[src/rtl/loader_pkg.sv]
// loader_pkg: shared definitions for the switch-box internal loader.
//   - loader_seq_state_t : states of the frame sequencer
//   - elem_width()       : number of address bits that select an element
//   - local_width()      : number of address bits local to an element
package loader_pkg;

    typedef enum logic [2:0] {
        S_ELEM = 3'd0,
        S_ADDR = 3'd1,
        S_CNT  = 3'd2,
        S_DATA = 3'd3,
        S_SEL  = 3'd4,
        S_GAP  = 3'd5,
        S_DONE = 3'd6
    } loader_seq_state_t;

    function automatic int elem_width(input int nb_elements);
        return $clog2(nb_elements);
    endfunction

    function automatic int local_width(input int address_size, input int nb_elements);
        return address_size - $clog2(nb_elements);
    endfunction

endpackage

[src/rtl/loader_frame_sequencer.sv]
// loader_frame_sequencer: parses a byte stream of frames
//   {element, start address, count, count x payload}
// and emits one SELECT strobe per payload byte with ADDRESS/DATA set up a
// cycle ahead and held a cycle after, separated by an idle cycle so every
// strobe is a fresh edge for the downstream loader.
//
// Ports:
//   CLK       clock
//   RESET     synchronous, active-low reset
//   IN_VALID  stream byte valid
//   IN_DATA   stream byte
//   IN_READY  byte can be accepted this cycle (decoded from state only)
//   SELECT    one-cycle strobe toward the loader (registered)
//   ADDRESS   {element, local address} of the current payload byte
//   DATA      current payload byte
//   BUSY      sequencer is inside a frame
//   DONE      one-cycle pulse after a frame completes
//   ERROR     sticky: an element id >= NB_ELEMENTS was seen
module loader_frame_sequencer
    import loader_pkg::*;
#(
    parameter int ADDRESS_SIZE = 9,
    parameter int DATA_SIZE    = 8,
    parameter int NB_ELEMENTS  = 3
) (
    input  logic                    CLK,
    input  logic                    RESET,
    input  logic                    IN_VALID,
    input  logic [DATA_SIZE-1:0]    IN_DATA,
    output logic                    IN_READY,
    output logic                    SELECT,
    output logic [ADDRESS_SIZE-1:0] ADDRESS,
    output logic [DATA_SIZE-1:0]    DATA,
    output logic                    BUSY,
    output logic                    DONE,
    output logic                    ERROR
);

    localparam int ELEM_W  = elem_width(NB_ELEMENTS);
    localparam int LOCAL_W = local_width(ADDRESS_SIZE, NB_ELEMENTS);

    // One extra bit so NB_ELEMENTS itself is representable (e.g. 4 with ELEM_W=2).
    localparam logic [ELEM_W:0] ELEM_LIMIT = (ELEM_W + 1)'(NB_ELEMENTS);

    loader_seq_state_t state_q, state_n;

    logic [ELEM_W-1:0]       elem_q, elem_n;
    logic [LOCAL_W-1:0]      addr_q, addr_n;
    logic [DATA_SIZE-1:0]    cnt_q, cnt_n;
    logic                    bad_q, bad_n;
    logic                    select_q, select_n;
    logic [ADDRESS_SIZE-1:0] address_q, address_n;
    logic [DATA_SIZE-1:0]    data_q, data_n;
    logic                    done_q, done_n;
    logic                    error_q, error_n;
    logic                    accept;

    assign IN_READY = (state_q == S_ELEM) || (state_q == S_ADDR) ||
                      (state_q == S_CNT)  || (state_q == S_DATA);
    assign accept   = IN_VALID && IN_READY;

    assign SELECT  = select_q;
    assign ADDRESS = address_q;
    assign DATA    = data_q;
    assign DONE    = done_q;
    assign ERROR   = error_q;
    assign BUSY    = (state_q != S_ELEM);

    always_ff @(posedge CLK) begin
        if (!RESET) begin
            state_q   <= S_ELEM;
            elem_q    <= '0;
            addr_q    <= '0;
            cnt_q     <= '0;
            bad_q     <= 1'b0;
            select_q  <= 1'b0;
            address_q <= '0;
            data_q    <= '0;
            done_q    <= 1'b0;
            error_q   <= 1'b0;
        end else begin
            state_q   <= state_n;
            elem_q    <= elem_n;
            addr_q    <= addr_n;
            cnt_q     <= cnt_n;
            bad_q     <= bad_n;
            select_q  <= select_n;
            address_q <= address_n;
            data_q    <= data_n;
            done_q    <= done_n;
            error_q   <= error_n;
        end
    end

    always_comb begin
        state_n   = state_q;
        elem_n    = elem_q;
        addr_n    = addr_q;
        cnt_n     = cnt_q;
        bad_n     = bad_q;
        select_n  = select_q;
        address_n = address_q;
        data_n    = data_q;
        done_n    = 1'b0;
        error_n   = error_q;

        case (state_q)
            S_ELEM: begin
                if (accept) begin
                    elem_n  = IN_DATA[ELEM_W-1:0];
                    state_n = S_ADDR;
                    // A bad frame is still parsed in full to keep the stream aligned.
                    if ({1'b0, IN_DATA[ELEM_W-1:0]} >= ELEM_LIMIT) begin
                        error_n = 1'b1;
                        bad_n   = 1'b1;
                    end
                end
            end
            S_ADDR: begin
                if (accept) begin
                    addr_n  = IN_DATA[LOCAL_W-1:0];
                    state_n = S_CNT;
                end
            end
            S_CNT: begin
                if (accept) begin
                    cnt_n   = IN_DATA;
                    state_n = (IN_DATA == '0) ? S_DONE : S_DATA;
                end
            end
            S_DATA: begin
                if (accept) begin
                    data_n    = IN_DATA;
                    address_n = {elem_q, addr_q};
                    state_n   = S_SEL;
                end
            end
            S_SEL: begin
                select_n = !bad_q;
                state_n  = S_GAP;
            end
            S_GAP: begin
                select_n = 1'b0;
                cnt_n    = cnt_q - DATA_SIZE'(1);
                if (cnt_q == DATA_SIZE'(1)) begin
                    state_n = S_DONE;
                end else begin
                    // Wraps within the element; elem_q is left untouched.
                    addr_n  = addr_q + LOCAL_W'(1);
                    state_n = S_DATA;
                end
            end
            S_DONE: begin
                done_n  = 1'b1;
                bad_n   = 1'b0;
                state_n = S_ELEM;
            end
            default: begin
                state_n = S_ELEM;
            end
        endcase
    end

endmodule

[config.mk]
export PLATFORM = sky130hd
export DESIGN_NAME = loader_frame_sequencer
export DESIGN_NICKNAME = d
export VERILOG_FILES = /design/src/rtl/loader_pkg.sv /design/src/rtl/loader_frame_sequencer.sv
export SDC_FILE = /design/constraint.sdc
export NUM_CORES = 1
export LEC_CHECK = 0
export CAP_MARGIN = 25
export CORE_MARGIN = 1
export CORE_UTILIZATION = 55
export DETAILED_ROUTE_END_ITERATION = 8
export PLACE_DENSITY = 0.9
export RECOVER_POWER = 50
export SYNTH_ARGS = -nofsm -noshare
export SYNTH_HDL_FRONTEND = slang
export SYNTH_SLANG_ARGS = --single-unit
[constraint.sdc]
create_clock -name CLK -period 4.7 [get_ports CLK]
set_clock_uncertainty 0.2 [all_clocks]
set_input_delay 0.705 -clock CLK [delete_from_list [all_inputs] [get_ports CLK]]
set_output_delay 0.705 -clock CLK [all_outputs]
set_load 0.02 [all_outputs]
==> results.py, run 1 <==
metrics = {
    "worst_setup_path": {
        "timing.critical_path.slowest_cell_delay_ns": 0.85,
        "worstPathMaxFanout": 23,
        "reg2regPathDepth": 4,
        "critical_path_source_type": "input port",
        "end_kind": "register",
        "crit_arrival_ns": 2.87,
        "crit_chain": "dlygate4sd3_1 > clkinv_1 > a2111oi_2 > a31o_1",
        "worst_path_max_delay_cell": "dlygate4sd3_1",
        "criticalPathCategory": "input port to register",
        "worstReg2RegEnd": "cnt_q[5]$_SDFFE_PN0P_",
        "worst_ep_required_time_ns": 4.81,
        "worst_r2r_startpoint": "state_q[2]$_SDFFE_PN0P_",
        "worst-r2r-setup-slack_ns": 2.52,
    },
    "drt": {
        "drt_first_iter_violations": 95,
        "number_of_detailed_routing_iterations_run_before_antenna_repair": 4,
        "drc_errors": 0,
        "avgRoutedWirePerCell_um": 14.3,
        "route.final.wire_length_mm": 4.46,
        "drtAntennaViolNets": 0,
        "route.detailed.vias_per_inst": 5.95,
        "total_via_count_after_detailed_routing": 1861,
    },
    "hold_path": {
        "worst_hold_path.endpoint": "ADDRESS[4]$_SDFFE_PN0P_",
        "min_path_type": "register to register",
        "min-delay-start": "ADDRESS[4]$_SDFFE_PN0P_",
        "hold_path_depth": 2,
    },
    "finish": {
        "fill_cells": 312,
        "number_of_nets_in_the_final_layout": 280,
        "n_antenna_cell": 0,
        "layout-area-overhead-vs-synth_pct": 19.7,
        "post-route-cell-area_um2": 2310,
        "layout-drive-gt1-share_pct": 6.74,
    },
    "sta": {
        "timing.fmax_ghz": 0.362,
        "maxSlewViolCount": 0,
        "rsz0062_at_grt": "false",
        "timing_worst_slew_pin_value_ns": 0.640,
        "fin_setup_tns_ns": 0,
        "layout_worst_path_cycle_share_pct": 58.7,
        "fin_crit_ns": 2.76,
        "finalHoldViolCount": 0,
        "worst_case_headroom_to_the_max_slew_limit_pct": 57.2,
        "final-setup-viol-count": 0,
    },
    "clocking": {
        "cts.root.buffer_cell": "clkbuf_4",
        "worst_skew_pair.late_latency_ns": 0.36,
        "cts_hold_repair.buffers": 0,
        "worst_setup_hold_path_clk_slew_ns": 0.12,
        "cts_max_level": 2,
        "cts_post_setup_buffers_inserted": 0,
        "cts.sink_count": 41,
        "cts.path.max_buffers": 2,
        "cts_tree": "built",
        "cts_repair_resize_count": 0,
        "numCtsBuffers": 5,
    },
    "place": {
        "io_buffers": 32,
        "replace_congestion": 0.886,
        "dpl_cell_area_um2": 2250,
        "dp_wirelength_mm": 3.20,
    },
    "grt": {
        "grt_remaining_overflow": 0,
        "grt_util_met3_pct": 5.46,
        "number_of_antenna_violations_at_the_first_check_in_global_routing": 0,
        "grt_max_degree": 24,
        "number_of_global_route_vias_before_repair": 1590,
        "grt_use_met2_pct": 44.1,
        "grt_first_pass_wirelength_mm": 7.19,
        "gr-usage-met1_pct": 32.9,
        "grt_busiest_layer": "met2",
        "global_route.usage.total_pct": 26.0,
    },
    "pwr": {
        "vdd_drop_max_uv": 179,
        "power.static_leakage_uw": 0.000830,
        "p_per_area_nw_per_um2": 272,
    },
    "die": {
        "boundaryPins": 33,
        "fp.dieArea_um2": 3760,
        "die_w_um": 61.3,
        "core-area_um2": 3360,
        "placementRows": 21,
        "initial_core_util_pct": 57.5,
        "die_h_um": 61.3,
    },
    "synthesis": {
        "post_synth_main_area_contributors": "dfxtp_1 42%, nand2_1 12%, a21oi_1 6.7%",
        "synth_seq_area_share_pct": 42.5,
        "yosysWarningCount": 0,
        "syn_area_per_cell_um2": 8.05,
        "syn_area_um2": 1930,
        "postSynthNetCount": 254,
        "synth_top_cell_by_area": "dfxtp_1",
        "yosysTopAreaCellShare_pct": 42.5,
        "synth_top_flop_cell": "dfxtp_1",
        "netlist_instances": 240,
        "synthMostInstantiatedCell": "nand2_1",
        "number_of_distinct_library_cells_after_synthesis": 47,
        "synth_enable_flop_cells": 0,
        "async_reset_ff_share_pct": 0,
        "synth.cells.most_frequent": "61 x nand2_1, 41 x dfxtp_1, 26 x a21oi_1, 9 x nand3_1, 9 x nor2_1",
        "synth.ff_latch_count": 41,
    },
    "run_status": {
        "status": "completed",
    },
    "run": {
        "timing.max_cap.violations": 0,
    },
}
registers in the layout, indices dropped and copies added, names as in the netlist, 2 cells and up:
| register | cells |
|---|---|
| ADDRESS | 9 |
| cnt_q | 8 |
| state_q | 3 |
| DATA | 8 |
| addr_q | 7 |
| elem_q | 2 |
placed cells by master, fill, tap and decap left out, types with 3 or more instances in the layout:
master           Yosys  final
o211ai_1             4      4
clkdlybuf4s50_1      0     10
a31oi_1              7      7
o21ai_0              5      5
nor3_1               4      4
inv_1                6      6
nor2_1               9      9
dlygate4sd3_1        0     22
dfxtp_1             41     41
and3_1               3      3
nand3_1              9      9
a21oi_1             26     26
nand3b_1             3      3
a211oi_1             3      3
clkbuf_4             0      5
ha_1                 3      3
nand2_1             61     61
report_power, final:
part | internal (µW) | leakage (µW) | total (µW) | switching (µW)
clock | 73.0 | 0.0000382 | 191 | 118
combinational | 29.7 | 0.000460 | 69.0 | 39.3
sequential | 357 | 0.000332 | 369 | 11.6
total | 460 | 0.000830 | 628 | 169
stage by stage:
| step | setup slack (ns) | util [%] | instances | hold WS, ns | total power (µW) |
|---|---|---|---|---|---|
| after floorplan | 2.85 | - | 240 | 0.231 | 418 |
| after global placement | 1.69 | 66.9 | 305 | 0.239 | 444 |
| after detailed placement | 1.62 | 66.9 | 305 | 0.246 | 446 |
| after CTS | 1.94 | 68.8 | 313 | 0.263 | 633 |
| after global routing | 1.78 | 68.8 | 313 | 0.281 | 657 |
| final | 1.94 | 68.8 | 313 | 0.257 | 628 |
final cells by class:
| class | count | area [µm²] | area share (%) |
|---|---|---|---|
| repair buffers | 33 | 328 | 14.2 |
| inverters | 7 | 26.3 | 1.14 |
| flip-flops and latches | 41 | 821 | 35.5 |
| well taps | 46 | 57.6 | 2.49 |
| clock inverters | 2 | 13.8 | 0.595 |
| clock buffers | 6 | 51.3 | 2.22 |
| multi-input cells | 178 | 1020 | 43.9 |
how the worst max path moves through the flow:
| stage | cells after the start | endpoint | slack (ns) | from |
|---|---|---|---|---|
| 2_1_floorplan | 6 | ADDRESS[0]$_SDFFE_PN0P_ | 2.85 | IN_VALID |
| 3_3_place_gp | 4 | addr_q[2]$_SDFFE_PN0P_ | 1.69 | RESET |
| 3_5_place_dp | 4 | addr_q[1]$_SDFFE_PN0P_ | 1.62 | RESET |
| 4_1_cts | 2 | BUSY | 1.94 | state_q[2]$_SDFFE_PN0P_ |
| 5_1_grt | 4 | addr_q[0]$_SDFFE_PN0P_ | 1.78 | RESET |
| 6_report | 4 | addr_q[2]$_SDFFE_PN0P_ | 1.94 | RESET |
routing by layer:
metal	wire, µm	part of all wire, %
met1	1960	44
met2	2120	48
met3	300	6.7
met4	77	1.7
met5	0	0
worst max-delay path, delay by kind of cell:
family | cells | cell delay, ns
AOI/OAI and AO/OA | 2 | 0.65
buffers and inverters | 2 | 1.51
kinds of logic after synthesis:
| logic type | count (synthesis) | share of synthesized area, % |
|---|---|---|
| adders and majority gates | 3 | 1.94 |
| AOI/OAI and AO/OA | 64 | 21.4 |
| and+or+nand+nor | 108 | 27.6 |
| buffers and inverters | 21 | 4.98 |
| DFF | 41 | 42.5 |
| muxes | 3 | 1.62 |
Power figures use the tool's default switching activity.
==> inputs of run 2 (changes only) <==
Settings changed: CORE_UTILIZATION 55 to 52, PLACE_DENSITY 0.9 to 0.87.
Clock period 4.7 ns to 2.7 ns, I/O delays scaled along.
==> run 2 against run 1 <==
Compared with the run above: via count down 1.5%; worst hold slack worse by 0.0028 ns; die area up 5.6%; power up 120%; routed wire length up 4.2%.
==> results.py, run 2 (synthesis results as in run 1) <==
metrics = {
    "grt": {
        "number_of_antenna_violations_at_the_first_check_in_global_routing": 0,
        "global_route.usage.total_pct": 24.5,
        "grt_first_pass_wirelength_mm": 7.67,
        "number_of_global_route_vias_before_repair": 1650,
        "grt_max_degree": 28,
        "grt_remaining_overflow": 0,
    },
    "die": {
        "initial_core_util_pct": 56.2,
        "placementRows": 21,
        "die_h_um": 63.0,
        "die_w_um": 63.0,
        "core-area_um2": 3440,
        "fp.dieArea_um2": 3970,
        "boundaryPins": 33,
    },
    "drt": {
        "avgRoutedWirePerCell_um": 14.7,
        "route.detailed.vias_per_inst": 5.80,
        "route.final.wire_length_mm": 4.65,
        "number_of_detailed_routing_iterations_run_before_antenna_repair": 4,
        "drc_errors": 0,
        "drt_first_iter_violations": 129,
        "total_via_count_after_detailed_routing": 1833,
        "drtAntennaViolNets": 0,
    },
    "worst_setup_path": {
        "crit_chain": "or3_1 > clkdlybuf4s50_1",
        "worst_path_max_delay_cell": "clkdlybuf4s50_1",
        "crit_arrival_ns": 1.77,
        "critical_path_source_type": "register",
        "criticalPathCategory": "register to primary output",
        "worst_ep_required_time_ns": 2.10,
        "timing.critical_path.slowest_cell_delay_ns": 0.55,
        "end_kind": "primary output",
        "worstPathMaxFanout": 16,
    },
    "pwr": {
        "power.static_leakage_uw": 0.000871,
        "vdd_drop_max_uv": 421,
        "p_per_area_nw_per_um2": 567,
    },
    "finish": {
        "layout-area-overhead-vs-synth_pct": 24.0,
        "layout_commonest_cell": "nand2_1",
        "multi_input_area_um2": 1010,
        "n_antenna_cell": 0,
        "number_of_nets_in_the_final_layout": 283,
        "layout-drive-gt1-share_pct": 7.04,
        "fill_cells": 275,
        "layout.cells.most_common_list": "61 x nand2_1, 41 x dfxtp_1, 26 x a21oi_1, 22 x dlygate4sd3_1",
        "stdcell_count": 316,
        "max_reg_flops": 9,
        "post-route-cell-area_um2": 2400,
        "seq_area_um2": 821,
    },
    "clocking": {
        "worst_setup_hold_path_clk_slew_ns": 0.08,
        "cts.sink_count": 41,
        "cts.root.buffer_cell": "clkbuf_8",
        "worst_skew_pair.late_latency_ns": 0.30,
        "cts_max_level": 2,
        "numCtsBuffers": 5,
        "cts.path.max_buffers": 2,
        "cts_post_setup_buffers_inserted": 0,
        "cts_hold_repair.buffers": 0,
        "cts_repair_resize_count": 0,
        "cts_tree": "built",
    },
    "sta": {
        "maxSlewViolCount": 0,
        "fin_crit_ns": 2.37,
        "final-setup-viol-count": 0,
        "timing_worst_slew_pin_value_ns": 1.15,
        "timing.fmax_ghz": 0.422,
        "layout_worst_path_cycle_share_pct": 87.8,
        "postLayoutSetupSlackWorst_ns": 0.330,
        "worst_case_headroom_to_the_max_slew_limit_pct": 23.6,
        "whs_ns": 0.254,
        "rsz0062_at_grt": "false",
        "fin_setup_tns_ns": 0,
        "finalHoldViolCount": 0,
    },
    "hold_path": {
        "min_path_type": "register to register",
    },
    "place": {
        "io_buffers": 32,
        "replace_congestion": 0.864,
        "dp_wirelength_mm": 3.13,
        "detailedPlace.worstSlack_ns": 0.375,
        "dpl_cell_area_um2": 2270,
        "post-place-cells": 308,
    },
    "run": {
        "timing.max_cap.violations": 0,
    },
    "run_status": {
        "status": "completed",
    },
}
==> run 2: cell types whose count changed in the layout (fill, tap and decap cells not counted), moves of 2 or more <==
| cell | delta |
|---|---|
| clkbuf_4 | -5 |
| buf_4 | +2 |
| bufinv_16 | +2 |
| and2_0 | -2 |
| clkbuf_8 | +4 |
| and2_1 | +2 |
==> run 2: power by group <==
part | total, µW | switching [µW] | internal (µW) | leakage (µW)
Sequential | 640 | 19.7 | 621 | 0.000332
Clock | 599 | 227 | 372 | 0.0000687
Combinational | 120 | 69.2 | 50.7 | 0.000470
==> run 2: per-stage QoR <==
step	total power (µW)	util, %
2_1_floorplan	727	-
3_3_place_gp	774	66.0
3_5_place_dp	776	66.0
4_1_cts	1370	70.0
5_1_grt	1400	69.6
6_report	1360	69.6
==> run 2: final timing paths <==
kind | start | to | slack (ns) | cells after the start
max | state_q[2]$_SDFFE_PN0P_ | BUSY | 0.33 | 2
min | ADDRESS[6]$_SDFFE_PN0P_ | ADDRESS[6]$_SDFFE_PN0P_ | 0.25 | 2
max reg2reg | state_q[2]$_SDFFE_PN0P_ | cnt_q[6]$_SDFFE_PN0P_ | 0.56 | 4
min reg2reg | ADDRESS[6]$_SDFFE_PN0P_ | ADDRESS[6]$_SDFFE_PN0P_ | 0.25 | 2
==> run 2: area by class of cell <==
cell class	count	share of cell area [%]
clock buffer	5	2.87
inverter	7	1.10
multi-input combinational	178	42.1
sequential	41	34.2
clock inverter	3	2.87
tap	46	2.40
timing repair buffer	36	14.5
==> run 2: routing by layer <==
layer / track usage [%] / up-vias / routed length (µm)
met1: 30.9 / 842 / 2050
met5: 0 / - / 0
met2: 40.5 / 72 / 2220
li1: - / 910 / -
met3: 5.84 / 9 / 297
met4: 8.43 / 0 / 82
==> run 2: critical path: cells and delay by family (launching register included) <==
| kind | cells | cell delay, ns |
|---|---|---|
| flip-flops | 1 | 0.47 |
| buffers and inverters | 1 | 0.55 |
| AND/OR/NAND/NOR | 1 | 0.45 |
==> inputs of run 3 (changes only) <==
Settings changed: CORE_UTILIZATION 52 to 39, PLACE_DENSITY 0.87 to not set, PLACE_DENSITY_LB_ADDON set to 0.05.
==> run 3 against run 2 <==
Compared with the run above: sequential share of layout area unchanged; critical endpoint unchanged; non-clock buffer count up 2; setup slack worse by 0.0031 ns; die area up 32%; flip-flop and latch count unchanged; fmax down 0.13%; clock-buffer cell count up 1.
==> results.py, run 3 (synthesis results as in run 1) <==
metrics = {
    "die": {
        "die_w_um": 72.4,
        "die_h_um": 72.4,
        "initial_core_util_pct": 40.7,
        "fp.dieArea_um2": 5240,
        "boundaryPins": 33,
        "placementRows": 25,
        "core-area_um2": 4750,
    },
    "sta": {
        "worst_case_headroom_to_the_max_slew_limit_pct": 59.7,
        "rsz0062_at_grt": "false",
        "fin_crit_ns": 2.37,
        "maxSlewViolCount": 0,
        "final-setup-viol-count": 0,
        "finalHoldViolCount": 0,
        "layout_worst_path_cycle_share_pct": 87.9,
        "timing.fmax_ghz": 0.421,
        "timing_worst_slew_pin_value_ns": 0.604,
        "fin_setup_tns_ns": 0,
    },
    "run_status": {
        "status": "completed",
    },
    "place": {
        "replace_congestion": 0.854,
        "io_buffers": 32,
        "dp_wirelength_mm": 3.36,
    },
    "grt": {
        "grt_busiest_layer": "met2",
        "grt_use_met2_pct": 30.5,
        "number_of_antenna_violations_at_the_first_check_in_global_routing": 0,
        "grt_first_pass_wirelength_mm": 8.13,
        "grt_max_degree": 20,
        "number_of_global_route_vias_before_repair": 1663,
        "global_route.usage.total_pct": 20.0,
        "grt_remaining_overflow": 0,
        "grt_util_met3_pct": 4.86,
        "gr-usage-met1_pct": 27.8,
    },
    "clocking": {
        "worst_skew_pair.late_latency_ns": 0.30,
        "cts_tree": "built",
        "numCtsBuffers": 5,
        "worst_setup_hold_path_clk_slew_ns": 0.08,
        "cts_repair_resize_count": 0,
        "cts_max_level": 2,
        "cts_hold_repair.buffers": 0,
        "cts.root.buffer_cell": "clkbuf_8",
        "cts.sink_count": 41,
        "cts_post_setup_buffers_inserted": 0,
        "cts.path.max_buffers": 2,
    },
    "worst_setup_path": {
        "worst_r2r_startpoint": "state_q[1]$_SDFFE_PN0P_",
        "reg2regPathDepth": 5,
        "worstReg2RegEnd": "addr_q[2]$_SDFFE_PN0P_",
        "critical_path_source_type": "register",
        "end_kind": "primary output",
        "worst_ep_required_time_ns": 2.10,
        "worstPathMaxFanout": 16,
        "crit_arrival_ns": 1.77,
        "worst-r2r-setup-slack_ns": 0.63,
        "criticalPathCategory": "register to primary output",
    },
    "finish": {
        "layout-drive-gt1-share_pct": 7.72,
        "max_reg_flops": 9,
        "layout-area-overhead-vs-synth_pct": 24.0,
        "number_of_nets_in_the_final_layout": 285,
        "layout.cells.most_common_list": "61 x nand2_1, 41 x dfxtp_1, 26 x a21oi_1, 22 x dlygate4sd3_1",
        "n_antenna_cell": 0,
        "layout_commonest_cell": "nand2_1",
    },
    "hold_path": {
        "worst_hold_path.endpoint": "ERROR$_SDFFE_PN0P_",
        "min_path_type": "register to register",
        "hold_path_depth": 2,
        "min-delay-start": "ERROR$_SDFFE_PN0P_",
    },
    "drt": {
        "route.final.wire_length_mm": 4.81,
        "drtAntennaViolNets": 0,
        "number_of_detailed_routing_iterations_run_before_antenna_repair": 4,
        "drt_first_iter_violations": 175,
        "route.detailed.vias_per_inst": 5.14,
        "avgRoutedWirePerCell_um": 14.2,
        "total_via_count_after_detailed_routing": 1744,
        "drc_errors": 0,
    },
    "pwr": {
        "power.total_uw": 1200,
        "power.static_leakage_uw": 0.000863,
        "vdd_drop_max_uv": 228,
        "p_per_area_nw_per_um2": 500,
    },
    "run": {
        "timing.max_cap.violations": 0,
    },
}
run 3: power by group:
group | leakage, µW | internal [µW] | switching, µW
sequential | 0.000332 | 621 | 20.1
clock | 0.0000512 | 207 | 229
combinational | 0.000480 | 52.1 | 69.6
total | 0.000863 | 880 | 319
run 3: per-stage QoR:
step	util [%]	setup WS, ns	cell area [µm²]	hold slack, ns	instances
global placement	48.6	0.415	2310	0.238	331
floorplan	-	1.10	1930	0.231	240
finish	50.4	0.327	2400	0.248	339
detailed placement	48.6	0.404	2310	0.241	331
CTS	50.7	0.305	2410	0.259	339
global route	50.4	0.221	2400	0.275	339
run 3: worst max path at each step:
stage                                        from                      to  slack [ns]  cells after the start
final                     state_q[2]$_SDFFE_PN0P_                    BUSY        0.33                      2
after global routing      state_q[2]$_SDFFE_PN0P_                    BUSY        0.22                      2
after global placement                   IN_VALID    DATA[7]$_SDFFE_PN0P_        0.42                      5
after floorplan             cnt_q[1]$_SDFFE_PN0P_  addr_q[5]$_SDFFE_PN0P_        1.10                      6
after detailed placement                 IN_VALID    DATA[3]$_SDFFE_PN0P_        0.40                      5
after CTS                 state_q[2]$_SDFFE_PN0P_                    BUSY        0.30                      2
run 3: area by class of cell:
type / count / area (µm²)
clock inverter: 2 / 13.8
inverter: 7 / 26.3
fill: 485 / 2360
timing repair buffer: 38 / 362
clock buffer: 6 / 82.6
sequential: 41 / 821
tap: 67 / 83.8
multi-input combinational: 178 / 1010
run 3: layer usage:
metal / wire (µm) / share of wire, %
met3: 174 / 3.6
met2: 2230 / 46
met5: 0 / 0
met1: 2350 / 49
met4: 55 / 1.1
run 3: worst max-delay path, cell delays in order (launching register included):
cell and delay [ns]:
dfxtp_1 0.47, or3_1 0.45, clkdlybuf4s50_1 0.55
